File: src/rtl/sum_pkg.sv
// Shared types and helpers for the summer datapath and its downstream buffer.
package sum_pkg;

  localparam int unsigned SUM_DATA_W = 4;

  typedef logic [SUM_DATA_W-1:0] sum_word_t;

  // Width needed to count 0..depth inclusive
  function automatic int unsigned level_w(input int unsigned depth);
    return $clog2(depth) + 1;
  endfunction

endpackage

File: src/rtl/sum_buffer_if.sv
// Stream bundle around sum_buffer: valid-only ingress, valid/ready egress.
interface sum_buffer_if
  import sum_pkg::*;
#(
  parameter int unsigned DATA_W = SUM_DATA_W
);

  logic              in_valid;
  logic [DATA_W-1:0] in_data;
  logic              out_ready;
  logic              out_valid;
  logic [DATA_W-1:0] out_data;

  modport master (
    output in_valid,
    output in_data,
    output out_ready,
    input  out_valid,
    input  out_data
  );

  modport slave (
    input  in_valid,
    input  in_data,
    input  out_ready,
    output out_valid,
    output out_data
  );

endinterface

File: src/rtl/sum_buffer_mem.sv
// DEPTH x DATA_W storage: one synchronous write port, one asynchronous read port.
module sum_buffer_mem #(
  parameter  int unsigned DATA_W = 4,
  parameter  int unsigned DEPTH  = 4,
  localparam int unsigned PTR_W  = $clog2(DEPTH)
) (
  input  logic              clk,
  input  logic              we_i,
  input  logic [PTR_W-1:0]  waddr_i,
  input  logic [DATA_W-1:0] wdata_i,
  input  logic [PTR_W-1:0]  raddr_i,
  output logic [DATA_W-1:0] rdata_o
);

  logic [DATA_W-1:0] mem_q [DEPTH];

  // Contents are don't-care after reset, so the array carries no reset
  always_ff @(posedge clk) begin
    if (we_i) begin
      mem_q[waddr_i] <= wdata_i;
    end
  end

  assign rdata_o = mem_q[raddr_i];

endmodule

File: src/rtl/sum_buffer.sv
// Elastic buffer behind the summer: never stalls upstream, drops and flags words when full.
// Optional drop counter enabled by defining SUM_BUFFER_DROP_CNT_EN.
module sum_buffer
  import sum_pkg::*;
#(
  parameter  int unsigned DATA_W = SUM_DATA_W,
  parameter  int unsigned DEPTH  = 4,
  parameter  int unsigned CNT_W  = 8,
  localparam int unsigned LVL_W  = level_w(DEPTH),
  localparam int unsigned PTR_W  = $clog2(DEPTH)
) (
  input  logic             clk,
  input  logic             rst,
  sum_buffer_if.slave      bus,
  input  logic             ovf_clr,
  output logic             full,
  output logic             empty,
  output logic [LVL_W-1:0] level,
  output logic             overflow,
  output logic [CNT_W-1:0] drop_cnt
);

  logic [PTR_W-1:0]  rd_ptr_q, rd_ptr_d;
  logic [PTR_W-1:0]  wr_ptr_q, wr_ptr_d;
  logic [LVL_W-1:0]  level_q, level_d;
  logic              overflow_q, overflow_d;
  logic              in_vld, push, pop, drop;
  logic [DATA_W-1:0] head;

  sum_buffer_mem #(
    .DATA_W (DATA_W),
    .DEPTH  (DEPTH)
  ) u_mem (
    .clk     (clk),
    .we_i    (push),
    .waddr_i (wr_ptr_q),
    .wdata_i (bus.in_data),
    .raddr_i (rd_ptr_q),
    .rdata_o (head)
  );

  // An unknown valid from upstream is never taken as a word
  assign in_vld = (bus.in_valid === 1'b1);
  assign empty  = (level_q == '0);
  assign full   = (level_q == LVL_W'(DEPTH));
  assign pop    = !empty && bus.out_ready;
  assign push   = in_vld && (!full || pop);
  assign drop   = in_vld && full && !pop;

  assign bus.out_valid = !empty;
  assign bus.out_data  = empty ? '0 : head;
  assign level         = level_q;
  assign overflow      = overflow_q;

  always_comb begin
    rd_ptr_d   = rd_ptr_q;
    wr_ptr_d   = wr_ptr_q;
    level_d    = level_q;
    overflow_d = overflow_q;

    if (pop) begin
      rd_ptr_d = rd_ptr_q + PTR_W'(1);
    end
    if (push) begin
      wr_ptr_d = wr_ptr_q + PTR_W'(1);
    end

    case ({push, pop})
      2'b10:   level_d = level_q + LVL_W'(1);
      2'b01:   level_d = level_q - LVL_W'(1);
      default: level_d = level_q;
    endcase

    // A drop in the same cycle as a clear keeps the flag set
    if (drop) begin
      overflow_d = 1'b1;
    end else if (ovf_clr) begin
      overflow_d = 1'b0;
    end
  end

  always_ff @(posedge clk or negedge rst) begin
    if (!rst) begin
      rd_ptr_q   <= '0;
      wr_ptr_q   <= '0;
      level_q    <= '0;
      overflow_q <= 1'b0;
    end else begin
      rd_ptr_q   <= rd_ptr_d;
      wr_ptr_q   <= wr_ptr_d;
      level_q    <= level_d;
      overflow_q <= overflow_d;
    end
  end

`ifdef SUM_BUFFER_DROP_CNT_EN
  logic [CNT_W-1:0] drop_cnt_q, drop_cnt_d;

  // Saturating drop count; a clear coinciding with a drop counts that drop
  always_comb begin
    drop_cnt_d = drop_cnt_q;
    if (drop && ovf_clr) begin
      drop_cnt_d = CNT_W'(1);
    end else if (drop) begin
      if (drop_cnt_q != '1) begin
        drop_cnt_d = drop_cnt_q + CNT_W'(1);
      end
    end else if (ovf_clr) begin
      drop_cnt_d = '0;
    end
  end

  always_ff @(posedge clk or negedge rst) begin
    if (!rst) begin
      drop_cnt_q <= '0;
    end else begin
      drop_cnt_q <= drop_cnt_d;
    end
  end

  assign drop_cnt = drop_cnt_q;
`else
  assign drop_cnt = '0;
`endif

endmodule
File: src/flat_wrapper.sv
// flat-port wrapper written by rule: the top's interface ports become plain ports
module sum_buffer_flat import sum_pkg::*;
#(
  parameter  int unsigned DATA_W = SUM_DATA_W,
  parameter  int unsigned DEPTH  = 4,
  parameter  int unsigned CNT_W  = 8,
  localparam int unsigned LVL_W  = level_w(DEPTH),
  localparam int unsigned PTR_W  = $clog2(DEPTH)
)
  (clk, rst, ovf_clr, full, empty, level, overflow, drop_cnt, bus_in_valid, bus_in_data, bus_out_ready, bus_out_valid, bus_out_data);
  sum_buffer_if #(.DATA_W(DATA_W)) bus_i ();
  input  logic clk;
  input  logic rst;
  input  logic ovf_clr;
  output logic full;
  output logic empty;
  output logic [LVL_W-1:0] level;
  output logic overflow;
  output logic [CNT_W-1:0] drop_cnt;
  input wire logic [$bits(bus_i.in_valid)-1:0] bus_in_valid;
  input wire logic [$bits(bus_i.in_data)-1:0] bus_in_data;
  input wire logic [$bits(bus_i.out_ready)-1:0] bus_out_ready;
  output wire logic [$bits(bus_i.out_valid)-1:0] bus_out_valid;
  output wire logic [$bits(bus_i.out_data)-1:0] bus_out_data;
  assign bus_i.in_valid = bus_in_valid;
  assign bus_i.in_data = bus_in_data;
  assign bus_i.out_ready = bus_out_ready;
  assign bus_out_valid = bus_i.out_valid;
  assign bus_out_data = bus_i.out_data;
  sum_buffer #(.DATA_W(DATA_W), .DEPTH(DEPTH), .CNT_W(CNT_W)) u_core (.clk(clk), .rst(rst), .bus(bus_i), .ovf_clr(ovf_clr), .full(full), .empty(empty), .level(level), .overflow(overflow), .drop_cnt(drop_cnt));
endmodule
File: config.mk
export PLATFORM = sky130hd
export DESIGN_NAME = sum_buffer_flat
export DESIGN_NICKNAME = d
export VERILOG_FILES = /design/src/rtl/sum_pkg.sv /design/src/rtl/sum_buffer_if.sv /design/src/rtl/sum_buffer_mem.sv /design/src/rtl/sum_buffer.sv /design/src/flat_wrapper.sv
export SDC_FILE = /design/constraint.sdc
export NUM_CORES = 1
export LEC_CHECK = 0
export CAP_MARGIN = 10
export CORE_MARGIN = 5
export CORE_UTILIZATION = 34
export CTS_CLUSTER_DIAMETER = 50
export DETAILED_ROUTE_END_ITERATION = 16
export PLACE_DENSITY_LB_ADDON = 0.25
export SETUP_SLACK_MARGIN = 0.02
export SLEW_MARGIN = 20
export SYNTH_ARGS = -nofsm -noshare
export SYNTH_HDL_FRONTEND = slang
export SYNTH_SLANG_ARGS = --single-unit
File: constraint.sdc
create_clock -name clk -period 2.1 [get_ports clk]
set_input_delay 0.315 -clock clk [delete_from_list [all_inputs] [get_ports clk]]
set_output_delay 0.315 -clock clk [all_outputs]
set_load 0.005 [all_outputs]
# Word-level counts from Yosys, hierarchy flattened
# Memories as Yosys holds them, arrays and structs flattened.
# Index checks and enable logic that the tools add are counted.
# word_totals
register_bits	8
mem_bits_rw	16
input_bits	9
out_inout_bits	19
elab_cells	30
mem_count	1
# op_classes
add_sub_neg	4
eq_ne	4
mux	6
n_reduce_logical	11
# memory_table
memory	words	width	read_ports	rd_ports_with_merged_regs	wr	line	text
u_core.u_mem.mem_q	4	4	1	0	1	sum_buffer_mem.sv:15	logic [DATA_W-1:0] mem_q [DEPTH];
# ops
operator	count
3-bit one-hot mux with 2 select lines	1
2-bit by 1-bit adder with 2-bit output (second input constant)	2
1-bit logical AND	4
1-bit two-way mux	4
4-bit two-way mux	1
2-bit nonzero test	2
3-bit by 1-bit adder with 3-bit output (second input constant)	1
3-bit equality test (second input constant)	1
1-bit logical NOT	3
3-bit logical NOT	1
3-bit by 1-bit subtractor with 3-bit output (second input constant)	1
2-bit by 1-bit equality test with 1-bit output (second input constant)	1
2-bit equality test (second input constant)	1
1-bit case equality test (second input constant)	1
1-bit logical OR	1

# Depth between registers and ports, before layout
# Gate-level depths: netlist of the first run.
# logic_depth
depth_word	7
depth_mapped	8
depth_no_buf	7

# By module
# Synthesis of the first run repeated with hierarchy kept, for this count alone.
# unflattened
cells_unflattened	93
hier_area_um2	1222.4
# by_module_without_submodules
module	instances	cells_per_inst	area_each_um2	seq_area_each_um2
sum_buffer_mem	1	24	616.8	480.5
sum_buffer	1	69	605.6	200.2

# Worst setup path before layout of the first run
# OpenSTA, ideal clock, no wires.
# synth_timing
kind	register to register
startpoint	reg u_core.level_q[1] (netlist: u_core.level[1])
endpoint	reg u_core.level_q[1] (netlist: u_core.level[1])
setup_ps	87
arrival_ps	2014
t_required_ps	2013
path_slack_ps	-1
stages_incl_launch_ff	9
n_path_buf	1
period_less_slack_ps	2101
path_cell_list	dfrtp_1 -> or3_1 -> buf_6 -> nand2_2 -> or2_2 -> fa_1 -> o21ba_2 -> o211ai_1 -> a22oi_1
# synth_between
elab_chain_len	7
elab_cells_between_ends	13
cone_classes	add/sub: 2; eq/ne: 3; mux: 1; reduce/logical: 7
# synth_rtl
element	line	text
start, declared	sum_buffer.sv:25	logic [LVL_W-1:0] level_q, level_d;
start signal, assigned	sum_buffer.sv:91	level_q <= level_d;
3-bit logical NOT *	sum_buffer.sv:44	assign empty = (level_q == '0);
1-bit logical NOT *	--	
net bus_out_valid	flat_wrapper.sv:23	output wire logic [$bits(bus_i.out_valid)-1:0] bus_out_valid;
1-bit logical AND *	sum_buffer.sv:46	assign pop = !empty && bus.out_ready;
1-bit logical OR	sum_buffer.sv:47	assign push = in_vld && (!full || pop);
1-bit logical AND	sum_buffer.sv:47	
2-bit by 1-bit equality test with 1-bit output / 2-bit equality test (equally long branches)	sum_buffer.sv:68	case ({push, pop})
3-bit one-hot mux with 2 select lines / 2-bit nonzero test (equally long branches)	--	
# The timed path passes the listed nets; every way through them passes the cells marked *.
# A chain may end at the register's enable or synchronous reset.

# Worst setup path in the final report of the first run
# layout_timing
startpoint	reg u_core.level_q[1] (netlist: u_core.level[1])
endpoint	reg u_core.level_q[1] (netlist: u_core.level[1])
# layout_between
elab_chain_len	7
elab_cells_between_ends	13
cone_classes	add/sub: 2; eq/ne: 3; mux: 1; reduce/logical: 7
# layout_rtl
element	line
3-bit logical NOT	sum_buffer.sv:44
1-bit logical NOT	sum_buffer.sv:46
1-bit logical AND	sum_buffer.sv:46
1-bit logical OR	sum_buffer.sv:47
1-bit logical AND	sum_buffer.sv:47
2-bit by 1-bit equality test with 1-bit output / 2-bit equality test (equally long branches)	sum_buffer.sv:68
3-bit one-hot mux with 2 select lines / 2-bit nonzero test (equally long branches)	--
# Parallel ways exist; a longest one is shown, timed or not.

==> results.md, run 1 <==
- Total length of routed wires: 2.165 mm
- CTS max path bufs: 2
- Initial antenna violation count: 0
- Seq/Total Area, Yosys: 54.35%
- CTS root buffer: clkbuf_8
- Post-layout min period: 2.043 ns
- F_max: 489.6 MHz
- Placed Instances: 160
- Synthesized area per cell: 13.76 um2
- Clock-pin slew on the worst setup and hold paths: 0.07 ns
- Dominant cells by area after synthesis: edfxtp_1 38%, dfrtp_1 16%, mux4_2 7.2%
- VDD IR-drop max: 0.2854 mV
- Hold Crit Class: in -> async
- Initial drt markers: 37
- Starting Density: 34.73%
- Startpoint types: register
- Xor/xnor cell area share of the yosys netlist: 3.497%
- Warnings from Yosys: 0
- Die Y: 70.70 um
- Remaining DRCs: 0
- Post-synth EDFFs: 16
- Layout area overhead: 27.97%
- Crit. End Element: register
- Via count: 763
- TritonRoute pass-1 iters: 4
- Post-Synth Adder-Cell Area: 5.594%
- ANT nets after route: 0
- Rows: 22
- Final Non-Filler Cells: 171
- Commonest non-fill, non-tap cells in the layout: 16 x edfxtp_1, 15 x clkdlybuf4s50_1, 13 x buf_4, 8 x conb_1, 7 x and2_1
- Largest family of logic cells by synthesized area: simple AND/OR/NAND/NOR gates
- WL/cell: 12.66 um
- DIE WIDTH: 70.70 um
- Most common cell after layout, fill and taps aside: edfxtp_1
- Critical path fanouts, max: 7
- FFs w/ async S/R, synth: 33.33%
- DP HPWL: 1.625 mm
- Number of global-route vias before repair: 771
- N_diodes: 0
- LEAKAGE: 0.6560 nW
- Area leader, netlist: edfxtp_1
- Grt total ovfl: 0
- CP arrival: 2.21 ns
- Final net count: 138
- First-pass GRT wire length: 3.553 mm
- CP Class: reg -> reg
- Critical Path RT: 2.27 ns
- Via/cell ratio: 4.462
- Setup-failing EPs final: 0
- Most used DFF post-synth: edfxtp_1
- GPL Wtd Cong: 0.7371
- Fin. max-slew vios: 0
- Pin count of the biggest net entering global routing: 14
- Yosys top cell area share: 38.36%
- Layout filler cell count: 347
- Total Routing Usage GR: 8.994%
- Multiplexer share of the synthesized area: 8.392%
- Tcrit/Tclk final: 97.27%
- Post-synth cell types: 33
- CTS buffer count: 3
- Die ar.: 4998 um2
- Final Skew: 0.004027 ns
- Power per Cell Area: 1303 nW/um2
- Number of synthesized register bits: 24
- Htree depth: 1
- Core area: 3606 um2
- Post-synthesis compound-gate area fraction: 4.795%
- IO Pins: 28
- Fin. Hold Viols: 0
- Fin util: 44.45%
- Sink Count: 24
- Power Total: 2.088 mW
- Fraction of final layout cells sized beyond drive strength 1: 27.64%
- Cell count after synthesis: 91
- Outcome: complete, no violations
- Clk_lat worst skew: 0.26 ns
- RSZ-0062 raised after global routing: yes
- TritonCTS clock tree: done
- Mapped Area: 1252 um2
- MaxCap Viol Count: 0
- Simple-Gate Fraction of Synth Area: 13.49%
- Port Buffer Count: 19
-- critical path, cell delays in order (launching register included) --
cell and delay (ns):
dfrtp_2 0.41, or3_4 0.44, nand2_2 0.08, or2_4 0.11, fa_1 0.43, o21ba_4 0.23
o211ai_1 0.07, a22oi_1 0.19
-- final cells by class --
type	count	area (um2)	share of cell area, %
Multi-Input combinational cell	56	494.2	30.84
Timing Repair Buffer	33	297.8	18.58
Clock buffer	4	45.04	2.810
Sequential cell	24	683.2	42.62
Inverter	6	22.52	1.405
Tap cell	48	60.06	3.747
-- synth_stat cells, types with 2 or more instances --
cell type,n
nand2_1,2
ha_1,4
o21ai_0,2
edfxtp_1,16
nand3_1,2
inv_1,6
mux4_2,4
xor2_1,2
and2_1,8
xnor2_1,3
buf_4,10
dfrtp_1,8
buf_6,2
nor2_1,3
-- kinds of logic (layout without fill, tap and decap cells) --
group / count (synthesis) / after routing
AO/OA/AOI/OAI: 8 / 8
XOR/XNOR: 5 / 5
buffers and inverters: 18 / 43
other: 1 / 8
AND/OR/NAND/NOR: 25 / 25
flip-flops: 24 / 24
multiplexers: 5 / 5
adder cells (fa/ha/maj): 5 / 5
-- power breakdown --
part | leakage [nW] | switching [mW] | internal [mW]
Combinational | 0.392 | 0.416 | 0.672
Sequential | 0.241 | 0.0844 | 0.652
Clock | 0.0228 | 0.129 | 0.135
-- routing by layer --
layer | GRT usage [%] | share of wire, % | vias to the layer above
met4 | 5.428 | 2.4 | 0
met1 | 10.57 | 40 | 368
met5 | 0 | 0 | -
met3 | 1.705 | 4.9 | 4
li1 | - | - | 366
met2 | 15.14 | 52 | 25
-- state kept, by name, indices dropped and copies added (netlist names) --
signal and count:
u_core.level 3, u_core.overflow 1, u_core.rd_ptr_q 2, u_core.u_mem.mem_q 16
u_core.wr_ptr_q 2
-- stage by stage --
stage	setup TNS (ns)	setup WS [ns]	hold slack, ns	area (um2)
floorplan	0	0.02248	0.01941	1280
finish	0	0.05743	0.3353	1603
global placement	-0.01855	-0.01855	0.5282	1485
detailed placement	-0.08491	-0.07353	0.5393	1485
global route	-0.05431	-0.05431	0.3526	1603
CTS	0	0.03185	0.3442	1555
-- what timing repair did --
item / in CTS / in global routing
hold buffers: 0 / 0
pin swaps: 0 / 5
resized for setup: 5 / 5
setup endpoints to repair: 5 / 4
cloned: 0 / 0
buffers inserted: 4 / 4
-- path summary, 6_finish.rpt --
kind	start	depth (start not counted)	endpoint	slack (ns)
min in group clk	u_core.overflow	2	u_core.overflow	0.54
min reg2reg	u_core.overflow	2	u_core.overflow	0.54
max	u_core.level[1]	7	u_core.level[1]	0.06
max in group asynchronous	rst	1	u_core.rd_ptr_q[0]	1.48
min	rst	1	u_core.level[0]	0.34
max reg2reg	u_core.level[1]	7	u_core.level[1]	0.06
Power figures use the tool's default switching activity.
==> inputs of run 2 (changes only) <==
--- a/config.mk
+++ b/config.mk
@@ -5,7 +5,7 @@
 export SDC_FILE = /design/constraint.sdc
 export NUM_CORES = 1
 export LEC_CHECK = 0
-export CAP_MARGIN = 10
+export CAP_MARGIN = 20
 export CORE_MARGIN = 5
 export CORE_UTILIZATION = 34
 export CTS_CLUSTER_DIAMETER = 50
==> results of run 2 <==
Final layout, timing and power as in run 1 (identical DEF).
